--- config.mk ---
export PLATFORM = sky130hd
export DESIGN_NAME = atm_keypad_entry
export DESIGN_NICKNAME = d
export VERILOG_FILES = /design/src/rtl/atm_pkg.sv /design/src/rtl/atm_dec_accum.sv /design/src/rtl/atm_keypad_entry.sv
export SDC_FILE = /design/constraint.sdc
export NUM_CORES = 1
export LEC_CHECK = 0
export BUFFER_PORTS_ARGS = -buffer_cell sky130_fd_sc_hd__buf_2
export CAP_MARGIN = 20
export CORE_MARGIN = 3
export CORE_UTILIZATION = 57
export CTS_CLUSTER_DIAMETER = 150
export DETAILED_ROUTE_END_ITERATION = 8
export PLACE_DENSITY = 0.8
export REMOVE_ABC_BUFFERS = 1
export SYNTH_ARGS = -nofsm -noshare
export SYNTH_HDL_FRONTEND = slang
export SYNTH_SLANG_ARGS = --single-unit
--- constraint.sdc ---
create_clock -name clk -period 16.9 [get_ports clk]
set_clock_uncertainty 0.2 [all_clocks]
set_input_delay 3.38 -clock clk [delete_from_list [all_inputs] [get_ports clk]]
set_output_delay 3.38 -clock clk [all_outputs]
set_load 0.05 [all_outputs]
--- src/rtl/atm_pkg.sv ---
// Shared constants and types for the ATM keypad front-end and controller.
// Key codes, entry kinds, accumulator operations and the entry FSM states live here.
package atm_pkg;

  localparam int VALUE_W = 19;
  localparam int PIN_W   = 17;

  localparam logic [3:0] KEY_CLEAR  = 4'hA;
  localparam logic [3:0] KEY_BACK   = 4'hB;
  localparam logic [3:0] KEY_ENTER  = 4'hC;
  localparam logic [3:0] KEY_CANCEL = 4'hD;

  typedef enum logic [1:0] {
    KIND_PIN  = 2'd0,
    KIND_ACCT = 2'd1,
    KIND_AMT  = 2'd2,
    KIND_RSVD = 2'd3
  } kind_t;

  typedef enum logic [1:0] {
    ACC_NOP,
    ACC_PUSH,
    ACC_BACK,
    ACC_CLEAR
  } acc_op_t;

  typedef enum logic [1:0] {
    ST_IDLE,
    ST_COLLECT,
    ST_HOLD
  } entry_state_t;

  function automatic logic is_digit(input logic [3:0] code);
    return code <= 4'd9;
  endfunction

endpackage

--- src/rtl/atm_dec_accum.sv ---
// Decimal accumulator: holds the entered value in binary plus the digit count.
// The caller guarantees PUSH only below the digit limit and BACK only with count>0.
module atm_dec_accum
  import atm_pkg::*;
(
  input  logic               clk,
  input  logic               rst_n,
  input  acc_op_t            op,
  input  logic [3:0]         digit,
  output logic [VALUE_W-1:0] acc,
  output logic [2:0]         count
);

  always_ff @(posedge clk or negedge rst_n) begin
    if (!rst_n) begin
      acc   <= '0;
      count <= '0;
    end else begin
      case (op)
        ACC_PUSH: begin
          // acc*10 as two shifts; max 9999*10+9 fits comfortably in VALUE_W
          acc   <= (acc << 3) + (acc << 1) + VALUE_W'(digit);
          count <= count + 3'd1;
        end
        ACC_BACK: begin
          acc   <= acc / VALUE_W'(10);
          count <= count - 3'd1;
        end
        ACC_CLEAR: begin
          acc   <= '0;
          count <= '0;
        end
        default: ;
      endcase
    end
  end

endmodule

--- src/rtl/atm_keypad_entry.sv ---
// Keypad entry front-end: collects digits for PIN/account/amount, hands the value off
// on a valid/ready handshake, and raises one-cycle Timer (inactivity) and cancel pulses.
module atm_keypad_entry
  import atm_pkg::*;
#(
  parameter int TIMEOUT_CYCLES = 1000,
  parameter int PIN_DIGITS     = 4,
  parameter int ACCT_DIGITS    = 5,
  parameter int AMT_DIGITS     = 5
) (
  input  logic               clk,
  input  logic               reset,
  input  logic               start,
  input  logic [1:0]         kind,
  input  logic               key_valid,
  input  logic [3:0]         key_code,
  input  logic               entry_ready,
  output logic [VALUE_W-1:0] entry_value,
  output logic               entry_valid,
  output logic [2:0]         digit_count,
  output logic               busy,
  output logic               Timer,
  output logic               entry_cancel
);

  localparam int TW = $clog2(TIMEOUT_CYCLES);
  localparam logic [TW-1:0] TIMER_LAST = TW'(TIMEOUT_CYCLES - 1);

  // Handshake: entry_valid rises with entry_value held stable; the transfer happens on the
  // first rising edge where entry_valid && entry_ready, and entry_valid drops after that edge.

  entry_state_t       state, state_nxt;
  kind_t              kind_q, kind_nxt;
  logic [TW-1:0]      timer, timer_nxt;
  acc_op_t            acc_op;
  logic [VALUE_W-1:0] acc;
  logic [2:0]         count;
  logic [2:0]         max_digits;
  logic               enter_ok;
  logic               key_hit;
  logic               timer_fire;
  logic               cancel_fire;

  atm_dec_accum u_accum (
    .clk   (clk),
    .rst_n (reset),
    .op    (acc_op),
    .digit (key_code),
    .acc   (acc),
    .count (count)
  );

  always_comb begin
    max_digits = 3'(AMT_DIGITS);
    enter_ok   = (count >= 3'd1) && (count <= 3'(AMT_DIGITS)) && (acc != '0);
    case (kind_q)
      KIND_PIN: begin
        max_digits = 3'(PIN_DIGITS);
        enter_ok   = (count == 3'(PIN_DIGITS));
      end
      KIND_ACCT: begin
        max_digits = 3'(ACCT_DIGITS);
        enter_ok   = (count == 3'(ACCT_DIGITS));
      end
      default: ;
    endcase
  end

  // E/F are not decoded keys: they neither act nor restart the timer
  assign key_hit = key_valid && (key_code <= KEY_CANCEL);

  always_comb begin
    state_nxt   = state;
    kind_nxt    = kind_q;
    timer_nxt   = timer;
    acc_op      = ACC_NOP;
    timer_fire  = 1'b0;
    cancel_fire = 1'b0;
    case (state)
      ST_IDLE: begin
        if (start && (kind_t'(kind) != KIND_RSVD)) begin
          kind_nxt  = kind_t'(kind);
          acc_op    = ACC_CLEAR;
          timer_nxt = '0;
          state_nxt = ST_COLLECT;
        end
      end
      ST_COLLECT: begin
        if (key_hit) begin
          timer_nxt = '0;
          if (is_digit(key_code)) begin
            if (count < max_digits) acc_op = ACC_PUSH;
          end else begin
            case (key_code)
              KEY_CLEAR: acc_op = ACC_CLEAR;
              KEY_BACK:  if (count != 3'd0) acc_op = ACC_BACK;
              KEY_ENTER: if (enter_ok) state_nxt = ST_HOLD;
              default: begin
                cancel_fire = 1'b1;
                acc_op      = ACC_CLEAR;
                state_nxt   = ST_IDLE;
              end
            endcase
          end
        end else if (timer == TIMER_LAST) begin
          timer_fire = 1'b1;
          timer_nxt  = '0;
          acc_op     = ACC_CLEAR;
          state_nxt  = ST_IDLE;
        end else begin
          timer_nxt = timer + 1'b1;
        end
      end
      ST_HOLD: begin
        if (entry_ready) begin
          acc_op    = ACC_CLEAR;
          state_nxt = ST_IDLE;
        end
      end
      default: state_nxt = ST_IDLE;
    endcase
  end

  always_ff @(posedge clk or negedge reset) begin
    if (!reset) begin
      state        <= ST_IDLE;
      kind_q       <= KIND_PIN;
      timer        <= '0;
      entry_value  <= '0;
      entry_valid  <= 1'b0;
      busy         <= 1'b0;
      Timer        <= 1'b0;
      entry_cancel <= 1'b0;
    end else begin
      state        <= state_nxt;
      kind_q       <= kind_nxt;
      timer        <= timer_nxt;
      // acc is untouched by ENTER and frozen in HOLD, so capturing it here is exact
      entry_value  <= (state_nxt == ST_HOLD) ? acc : '0;
      entry_valid  <= (state_nxt == ST_HOLD);
      busy         <= (state_nxt != ST_IDLE);
      Timer        <= timer_fire;
      entry_cancel <= cancel_fire;
    end
  end

  assign digit_count = count;

endmodule
==> results of run 1 <==
==> stage by stage <==
stage / instances / utilization [%]
2_1_floorplan: 744 / -
3_3_place_gp: 923 / 61.2
3_5_place_dp: 923 / 61.2
4_1_cts: 939 / 63.2
5_1_grt: 940 / 63.4
6_report: 940 / 63.4
==> Yosys cell counts (17+ instances only) <==
library cell,count
nand2_1,64
dfrtp_1,59
nor3_1,17
clkbuf_1,33
o21ai_0,53
ha_1,37
o22ai_1,17
nor2_1,83
a21oi_1,52
nand3_1,24
nor2b_1,19
xnor2_1,22
inv_1,25
==> cells by family (layout without fill, tap and decap cells) <==
family	count (synthesis)	in the layout
multiplexers	15	15
AO/OA/AOI/OAI	262	262
buffers and inverters	86	88
AND/OR/NAND/NOR	310	310
XOR/XNOR	28	28
flip-flops	59	59
adder cells (fa/ha/maj)	42	42
==> worst max-delay path, stage by stage <==
cell	delay, ns
buf_2	0.14
fa_1	0.54
fa_1	0.48
a21oi_1	0.17
nor2_1	0.05
nor2_1	0.15
o21bai_1	0.09
a21oi_1	0.25
o21bai_1	0.11
a21oi_1	0.26
o21bai_1	0.11
a21oi_1	0.28
nor2b_1	0.08
o21ai_0	0.16
nand2b_1	0.11
a21o_1	0.19
a21oi_1	0.22
o21bai_1	0.09
a21oi_1	0.18
xnor2_1	0.09
mux2i_1	0.15
nor2_1	0.06
==> routing by layer <==
layer	GRT usage, %	part of all wire (%)	vias to the layer above
li1	-	-	2999
met1	37.6	45	3081
met2	42.5	47	268
met3	3.97	7.0	36
met4	7.38	1.7	0
met5	0	0	-
==> final timing paths <==
path / start / to / slack (ns) / cells after the start
setup reg to reg: u_accum.acc[14] / u_accum.acc[1] / 9.94 / 20
hold / removal: timer[9] / timer[9] / 0.30 / 1
hold reg to reg: timer[9] / timer[9] / 0.30 / 1
min in group asynchronous: reset / entry_value[13] / 2.99 / 2
max in group asynchronous: reset / u_accum.acc[6] / 12.99 / 2
setup / recovery: key_code[3] / u_accum.acc[18] / 9.58 / 22
==> registers in the layout, summed over array words and instances, names as in the netlist <==
name / flops
busy: 1
u_accum.acc: 19
entry_cancel: 1
entry_value: 19
Timer: 1
timer: 10
entry_valid: 1
kind_q: 2
u_accum.count: 3
state: 2
==> layout make-up <==
type                    instances  area share (%)
multi-input cells             657            67.0
flip-flops and latches         59            22.0
repair buffers                 44            3.69
well taps                     136            2.53
clock buffers                   9            1.84
inverters                      28            1.56
clock inverters                 7            1.36
==> flow_summary_export.csv, run 1 <==
group,metric,value,unit
floorplanning,initial_utilization,60.0,%
clocking,cts_root_buf,"clkbuf_8",
worst_setup_path,end_kind,"flip-flop",
detailed_routing,ant_nets,0,
clocking,clk_path_buf_depth,2,
finish,antennaDiodeCount,0,
detailed_routing,avgViaCountPerCell,6.79,
logic_synthesis,synth-main-ff-cell,"dfrtp_1",
clocking,htree_levels,3,
finish,mostFrequentLayoutCells,"nor2_1, nand2_1, dfrtp_1, a21oi_1, o21ai_0",
floorplanning,rows,37,
clocking,cts_num_sinks,59,
logic_synthesis,syn_area,0.00636,mm2
worst_setup_path,setup.worst_path.start_class,"input pin",
clocking,insertion_delay,0.35,ns
logic_synthesis,synth-simple-area-share,25.9,%
floorplanning,die_w,112,um
clocking,ctsHoldBuffers,0,
logic_synthesis,synth_warnings,0,
placement,placed_area,0.00649,mm2
finish,regArea,0.00148,mm2
clocking,cts.clk_slew.worst_paths,0.08,ns
floorplanning,coreArea,0.0106,mm2
placement,place_ws,9.36,ns
worst_setup_path,critPathRequiredTime,16.93,ns
logic_synthesis,ys_seq_area_share,23.2,%
logic_synthesis,synth_edf_count,0,
logic_synthesis,syn_inst,802,
logic_synthesis,postSynth.asyncResetShare,100,%
timing,clock.fmax,137,MHz
detailed_routing,wire_per_inst,18.1,um
global_route,track_usage,26.6,%
clocking,cts_resized,0,
global_route,grt_overflow_total,0,
detailed_routing,vias,6384,
worst_setup_path,crit_arrival,7.36,ns
timing,fin_crit,7.32,ns
worst_setup_path,criticalPathCategory,"input pin to flip-flop",
placement,place_hpwl,11500,um
detailed_routing,dr.pass1.iters,5,
timing,rsz0062_at_grt,"false",
finish,final_common_cell,"nor2_1",
finish,fin_area,0.00672,mm2
clocking,cts_buffers,9,
clocking,cts_setup_buffers,0,
timing,relSlewSlack,33.1,%
worst_setup_path,crit_fanout,7,
floorplanning,io_pins,37,
floorplanning,fp.dieH,112,um
logic_synthesis,synthMuxAreaShare,2.69,%
logic_synthesis,syn_area_per_cell,7.93,um2
finish,nFillCells,932,
logic_synthesis,synth_top_area_share,23.2,%
timing,tightest_slew,1.00,ns
placement,place.gp.congestion,0.927,
clocking,cts_tree,"done",
detailed_routing,drt_iter0_drc,546,
logic_synthesis,yosysTopAreaCell,"dfrtp_1",
global_route,grt_start_max_net_pins,60,
finish,multi_input_area,0.00450,mm2
detailed_routing,drc,0,
logic_synthesis,ys_seq_elements,59,
floorplanning,die-area,0.0125,mm2
logic_synthesis,synthAdderAreaFrac,8.40,%
finish,drive_gt1_share,12.4,%
timing,fin_crit_sh,43.3,%
logic_synthesis,synth_top_family_by_area,"compound AO/OA/AOI/OAI gates",
timing,whs,0.298,ns
outcome,run_status,"finished, final reports clean",
job,drv_cap,0,
timing,final-hold-violation-count,0,
timing,drv_slew,0,
worst_hold_path,hold_path.class,"flip-flop to flip-flop",
detailed_routing,drt_wl_total,17000,um
timing,finalSetupViolations,0,
finish,nets,849,
global_route,grt_pass1_vias,5916,
timing,fin_ws,9.58,ns
global_route,antenna_found_initial,0,
logic_synthesis,synth_cell_types,105,
timing,setup-tns-final,0,ns
placement,port_buffers,36,
global_route,grt_first_pass_wirelength,28600,um
logic_synthesis,synth_xor_area_share,4.09,%
logic_synthesis,synthTopCellsByArea,"dfrtp_1, ha_1, nor2_1, o21ai_0, a21oi_1",
logic_synthesis,synth_compound_gate_area_share,29.6,%
finish,syn2layout_area_growth,5.60,%
Power of run 1 is left out: the tool's default activity adds up to more than one toggle a clock period on the data nets, which glitch-free logic cannot reach.
==> run 2: changes to the inputs <==
- PLACE_DENSITY: 0.8 -> 0.83
- clock period: 16.9 -> 6.6 ns (I/O delays scaled with it)
==> flow_summary_export.csv, run 2 (same netlist as run 1, synthesis figures left out) <==
group,metric,value,unit
worst_setup_path,rr_startpoint,"u_accum.acc[16]",
global_route,antenna_found_initial,0,
worst_setup_path,reg2regPathDepth,21,
worst_setup_path,r2r-end,"u_accum.acc[1]",
placement,place.gp.congestion,0.913,
timing,relSlewSlack,43.1,%
worst_hold_path,hold_start,"timer[9]",
timing,clock.fmax,158,MHz
timing,fin_crit,6.32,ns
detailed_routing,drt_wl_total,18200,um
worst_hold_path,hold_path.class,"flip-flop to flip-flop",
placement,place_inst,946,
global_route,grt_pass1_vias,6050,
detailed_routing,drc,0,
finish,nets,874,
floorplanning,die-area,0.0125,mm2
global_route,track_usage,28.6,%
finish,largestRegisters,"entry_value (19), u_accum.acc (19), timer (10)",
timing,drv_slew,0,
floorplanning,fp.dieH,112,um
floorplanning,coreArea,0.0106,mm2
clocking,cts_tree,"done",
detailed_routing,ant_nets,0,
finish,antennaDiodeCount,0,
worst_setup_path,crit_fanout,19,
finish,final_common_cell,"nor2_1",
worst_setup_path,setup.worst_path.start_class,"flip-flop",
clocking,cts.clk_slew.worst_paths,0.08,ns
worst_setup_path,critPathRequiredTime,6.61,ns
clocking,clk_path_buf_depth,2,
job,drv_cap,0,
timing,final-hold-violation-count,0,
worst_setup_path,ff2ff_setup_slack,0.28,ns
clocking,cts_buffers,9,
floorplanning,rows,37,
clocking,insertion_delay,0.36,ns
outcome,run_status,"finished, final reports clean",
worst_setup_path,crit_arrival,6.33,ns
clocking,htree_levels,3,
floorplanning,io_pins,37,
detailed_routing,vias,6492,
finish,final_cells,965,
worst_setup_path,criticalPathCategory,"flip-flop to flip-flop",
floorplanning,die_w,112,um
detailed_routing,dr.pass1.iters,7,
placement,port_buffers,36,
global_route,grt_first_pass_wirelength,30200,um
finish,mostFrequentLayoutCells,"nor2_1, nand2_1, dfrtp_1, o21ai_0, a21oi_1",
placement,placed_area,0.00667,mm2
timing,finalSetupViolations,0,
worst_setup_path,end_kind,"flip-flop",
finish,fin_area,0.00701,mm2
clocking,cts_num_sinks,59,
finish,syn2layout_area_growth,10.2,%
detailed_routing,drt_iter0_drc,787,
finish,drive_gt1_share,16.3,%
detailed_routing,wire_per_inst,18.8,um
global_route,grt_start_max_net_pins,42,
floorplanning,initial_utilization,60.0,%
worst_setup_path,crit_end,"u_accum.acc[1]",
timing,tightest_slew,0.854,ns
timing,fin_crit_sh,95.7,%
placement,place_hpwl,12600,um
global_route,grt_overflow_total,0,
detailed_routing,avgViaCountPerCell,6.73,
worst_setup_path,critical_path.startpoint,"u_accum.acc[16]",
clocking,cts_root_buf,"clkbuf_8",
==> run 2: area by class of cell <==
cell class                      instances  area (um2)
Fill cell                             846        3590
Tap cell                              136         170
Inverter                               28         105
Clock inverter                          6         113
Clock buffer                           10         138
Multi-Input combinational cell        657        4560
Sequential cell                        59        1480
Timing Repair Buffer                   69         440
==> run 2: worst max-delay path: stages (launching register included) <==
cell and delay, ns:
dfrtp_2 0.54, buf_4 0.22, or4b_1 0.51, o21ai_1 0.11
o22ai_1 0.15, a311oi_4 0.48, a21oi_2 0.14, a221oi_4 0.38
o21ai_0 0.20, or3_1 0.41, a21o_1 0.19, a31oi_1 0.26
nand2b_1 0.13, o311ai_2 0.46, o2bb2ai_4 0.22, xnor2_2 0.27
nand4b_1 0.17, a311oi_2 0.36, a21oi_1 0.15, maj3_2 0.35
a21oi_1 0.16, a21oi_1 0.08
==> run 2: through the flow <==
| stage | utilization, % | setup TNS [ns] | hold WS [ns] | worst slack [ns] |
|---|---|---|---|---|
| detailed placement | 63.0 | 0 | 0.275 | 0.151 |
| CTS | 65.3 | 0 | 0.283 | 0.0973 |
| global route | 66.1 | -0.00399 | 0.301 | -0.00399 |
| floorplan | - | 0 | 0.245 | 0.498 |
| finish | 66.1 | 0 | 0.286 | 0.284 |
| global placement | 63.0 | 0 | 0.266 | 0.223 |
==> run 2: what timing repair did <==
| action | 4_1_cts | 5_1_grt |
|---|---|---|
| hold buffers | 0 | 0 |
| resized for setup | 0 | 13 |
| buffers inserted | 0 | 3 |
| endpoints found under the hold margin | 0 | 0 |
| setup endpoints to repair | 0 | 4 |
==> run 2: worst min-delay path by stage <==
stage / endpoint / slack [ns] / cells past startpoint
2_1_floorplan: timer[9] / 0.24 / 1
3_3_place_gp: timer[9] / 0.27 / 1
3_5_place_dp: timer[9] / 0.28 / 1
4_1_cts: timer[9] / 0.28 / 1
5_1_grt: timer[9] / 0.30 / 1
6_report: timer[9] / 0.29 / 1
==> run 2: routing by layer <==
metal | wire (um) | track usage [%] | vias up
li1 | - | - | 3035
met1 | 7920 | 40.4 | 3128
met2 | 8670 | 46.3 | 296
met3 | 1300 | 4.73 | 33
met4 | 267 | 6.08 | 0
met5 | 0 | 0 | -
Power of run 2 is left out for the same reason.
==> run 3: changes to the inputs <==
- CORE_UTILIZATION: 57 -> 45
- PLACE_DENSITY: 0.83 -> 0.69
==> flow_summary_export.csv, run 3 (same netlist as run 1, synthesis figures left out) <==
group,metric,value,unit
worst_hold_path,hold_path.class,"flip-flop to flip-flop",
worst_setup_path,crit_fanout,19,
worst_setup_path,end_kind,"flip-flop",
finish,nets,868,
finish,syn2layout_area_growth,9.91,%
timing,fin_crit,6.23,ns
detailed_routing,dr.pass1.iters,7,
global_route,track_usage,21.2,%
timing,drv_slew,0,
timing,tightest_slew,0.805,ns
clocking,cts.clk_slew.worst_paths,0.05,ns
worst_setup_path,criticalPathCategory,"flip-flop to flip-flop",
finish,antennaDiodeCount,0,
placement,place_hpwl,11800,um
timing,relSlewSlack,46.3,%
finish,final_common_cell,"nor2_1",
outcome,run_status,"finished, final reports clean",
global_route,busiest_layer,"met2",
timing,rsz0062_at_grt,"false",
detailed_routing,avgViaCountPerCell,6.29,
placement,port_buffers,36,
placement,place.gp.congestion,0.914,
floorplanning,io_pins,37,
detailed_routing,wire_per_inst,17.0,um
global_route,grt_overflow_total,0,
worst_setup_path,crit_slowest_cell,"nor4_1",
floorplanning,rows,42,
finish,mostFrequentLayoutCells,"nor2_1, nand2_1, dfrtp_1, a21oi_1, o21ai_0",
global_route,antenna_found_initial,0,
finish,regArea,0.00148,mm2
floorplanning,coreArea,0.0136,mm2
global_route,grt_pass1_vias,5762,
timing,final-hold-violation-count,0,
timing,finalSetupViolations,0,
worst_setup_path,path_buf_inv,1,
finish,multi_input_area,0.00454,mm2
detailed_routing,ant_nets,0,
clocking,insertion_delay,0.33,ns
global_route,use_met3,3.64,%
clocking,cts_root_buf,"clkbuf_16",
worst_setup_path,crit_arrival,6.23,ns
clocking,ctsHoldBuffers,0,
worst_setup_path,crit_family,"compound AO/OA/AOI/OAI gates",
clocking,htree_levels,3,
clocking,cts_buffers,9,
clocking,cts_resized,0,
detailed_routing,drc,0,
job,drv_cap,0,
global_route,grt_start_max_net_pins,60,
timing,whs,0.300,ns
clocking,cts_num_sinks,59,
detailed_routing,vias,6275,
global_route,grt_first_pass_wirelength,28200,um
finish,drive_gt1_share,14.8,%
finish,nFillCells,1304,
global_route,grt_util_met2,32.4,%
clocking,cts_tree,"done",
worst_setup_path,setup.worst_path.start_class,"flip-flop",
placement,place_inst,983,
clocking,cts_setup_buffers,0,
finish,largestRegisters,"entry_value (19), u_accum.acc (19), timer (10)",
floorplanning,die-area,0.0156,mm2
timing,clock.fmax,161,MHz
worst_setup_path,critPathRequiredTime,6.61,ns
finish,final_cells,998,
clocking,clk_path_buf_depth,2,
detailed_routing,drt_wl_total,16900,um
global_route,grt_use_met1,30.2,%
detailed_routing,drt_iter0_drc,535,
worst_setup_path,path_common_cell,"a21oi_1",
worst_setup_path,path_cells,"buf_4 > xnor2_1 > nand3_1 > a31oi_2 > nor2_1 > a211o_1 > a221oi_4 > o21ai_0 > or3_1 > a21o_1 > a31o_1 > o21a_4 > nor4_1 > o221a_2 > or3_1 > o21ai_1 > a311oi_2 > a21oi_1 > maj3_2 > a21oi_1 > a21oi_1",
floorplanning,fp.dieH,125,um
timing,setup-tns-final,0,ns
floorplanning,initial_utilization,46.9,%
worst_setup_path,critPathMaxStageDelay,0.53,ns
floorplanning,die_w,125,um
timing,fin_crit_sh,94.4,%
## run 3: cell types whose count changed in the layout (fill, tap and decap cells not counted), moves of 2 or more
| cell | before | now |
|---|---|---|
| clkbuf_1 | 0 | 2 |
| clkinv_2 | 1 | 3 |
| clkbuf_16 | 0 | 9 |
| bufinv_16 | 3 | 0 |
| buf_4 | 32 | 27 |
| clkinv_4 | 2 | 0 |
| clkbuf_8 | 10 | 1 |
## run 3: metal layers
| metal | part of all wire (%) | vias to the layer above | wire length, um |
|---|---|---|---|
| met5 | 0 | - | 0 |
| met4 | 1.9 | 0 | 320 |
| met3 | 6.8 | 31 | 1150 |
| met2 | 45 | 250 | 7600 |
| met1 | 46 | 2958 | 7870 |
| li1 | - | 3036 | - |
## run 3: final timing paths
| check | from | to | slack, ns | depth (start not counted) |
|---|---|---|---|---|
| max | u_accum.acc[16] | u_accum.acc[1] | 0.37 | 21 |
| max reg2reg | u_accum.acc[16] | u_accum.acc[1] | 0.37 | 21 |
| min | timer[9] | timer[9] | 0.30 | 1 |
| max in group asynchronous | reset | u_accum.acc[15] | 4.67 | 2 |
| min in group asynchronous | reset | entry_value[10] | 0.97 | 2 |
| min reg2reg | timer[9] | timer[9] | 0.30 | 1 |
## run 3: final cells by class
cell class / count / share of cell area [%]
repair buffers: 63 / 5.48
well taps: 176 / 3.15
multi-input cells: 657 / 64.9
inverters: 28 / 1.50
clock inverters: 3 / 0.215
clock buffers: 12 / 3.52
flip-flops and latches: 59 / 21.2
## run 3: per-stage QoR
step	area [um2]	worst slack (ns)	utilization, %
after floorplan	6070	0.498	-
after global placement	6690	0.327	49.3
after detailed placement	6690	0.318	49.3
after CTS	6950	0.291	51.3
after global routing	6990	0.0390	51.6
final	6990	0.372	51.6
## run 3: worst register-to-register path, stage by stage, from the launching register on
cell and delay, ns:
dfrtp_2 0.51, buf_4 0.20, xnor2_1 0.27, nand3_1 0.15
a31oi_2 0.35, nor2_1 0.21, a211o_1 0.36, a221oi_4 0.36
o21ai_0 0.24, or3_1 0.40, a21o_1 0.18, a31o_1 0.26
o21a_4 0.27, nor4_1 0.53, o221a_2 0.37, or3_1 0.14
o21ai_1 0.08, a311oi_2 0.29, a21oi_1 0.13, maj3_2 0.34
a21oi_1 0.15, a21oi_1 0.08
Power of run 3 is left out for the same reason.
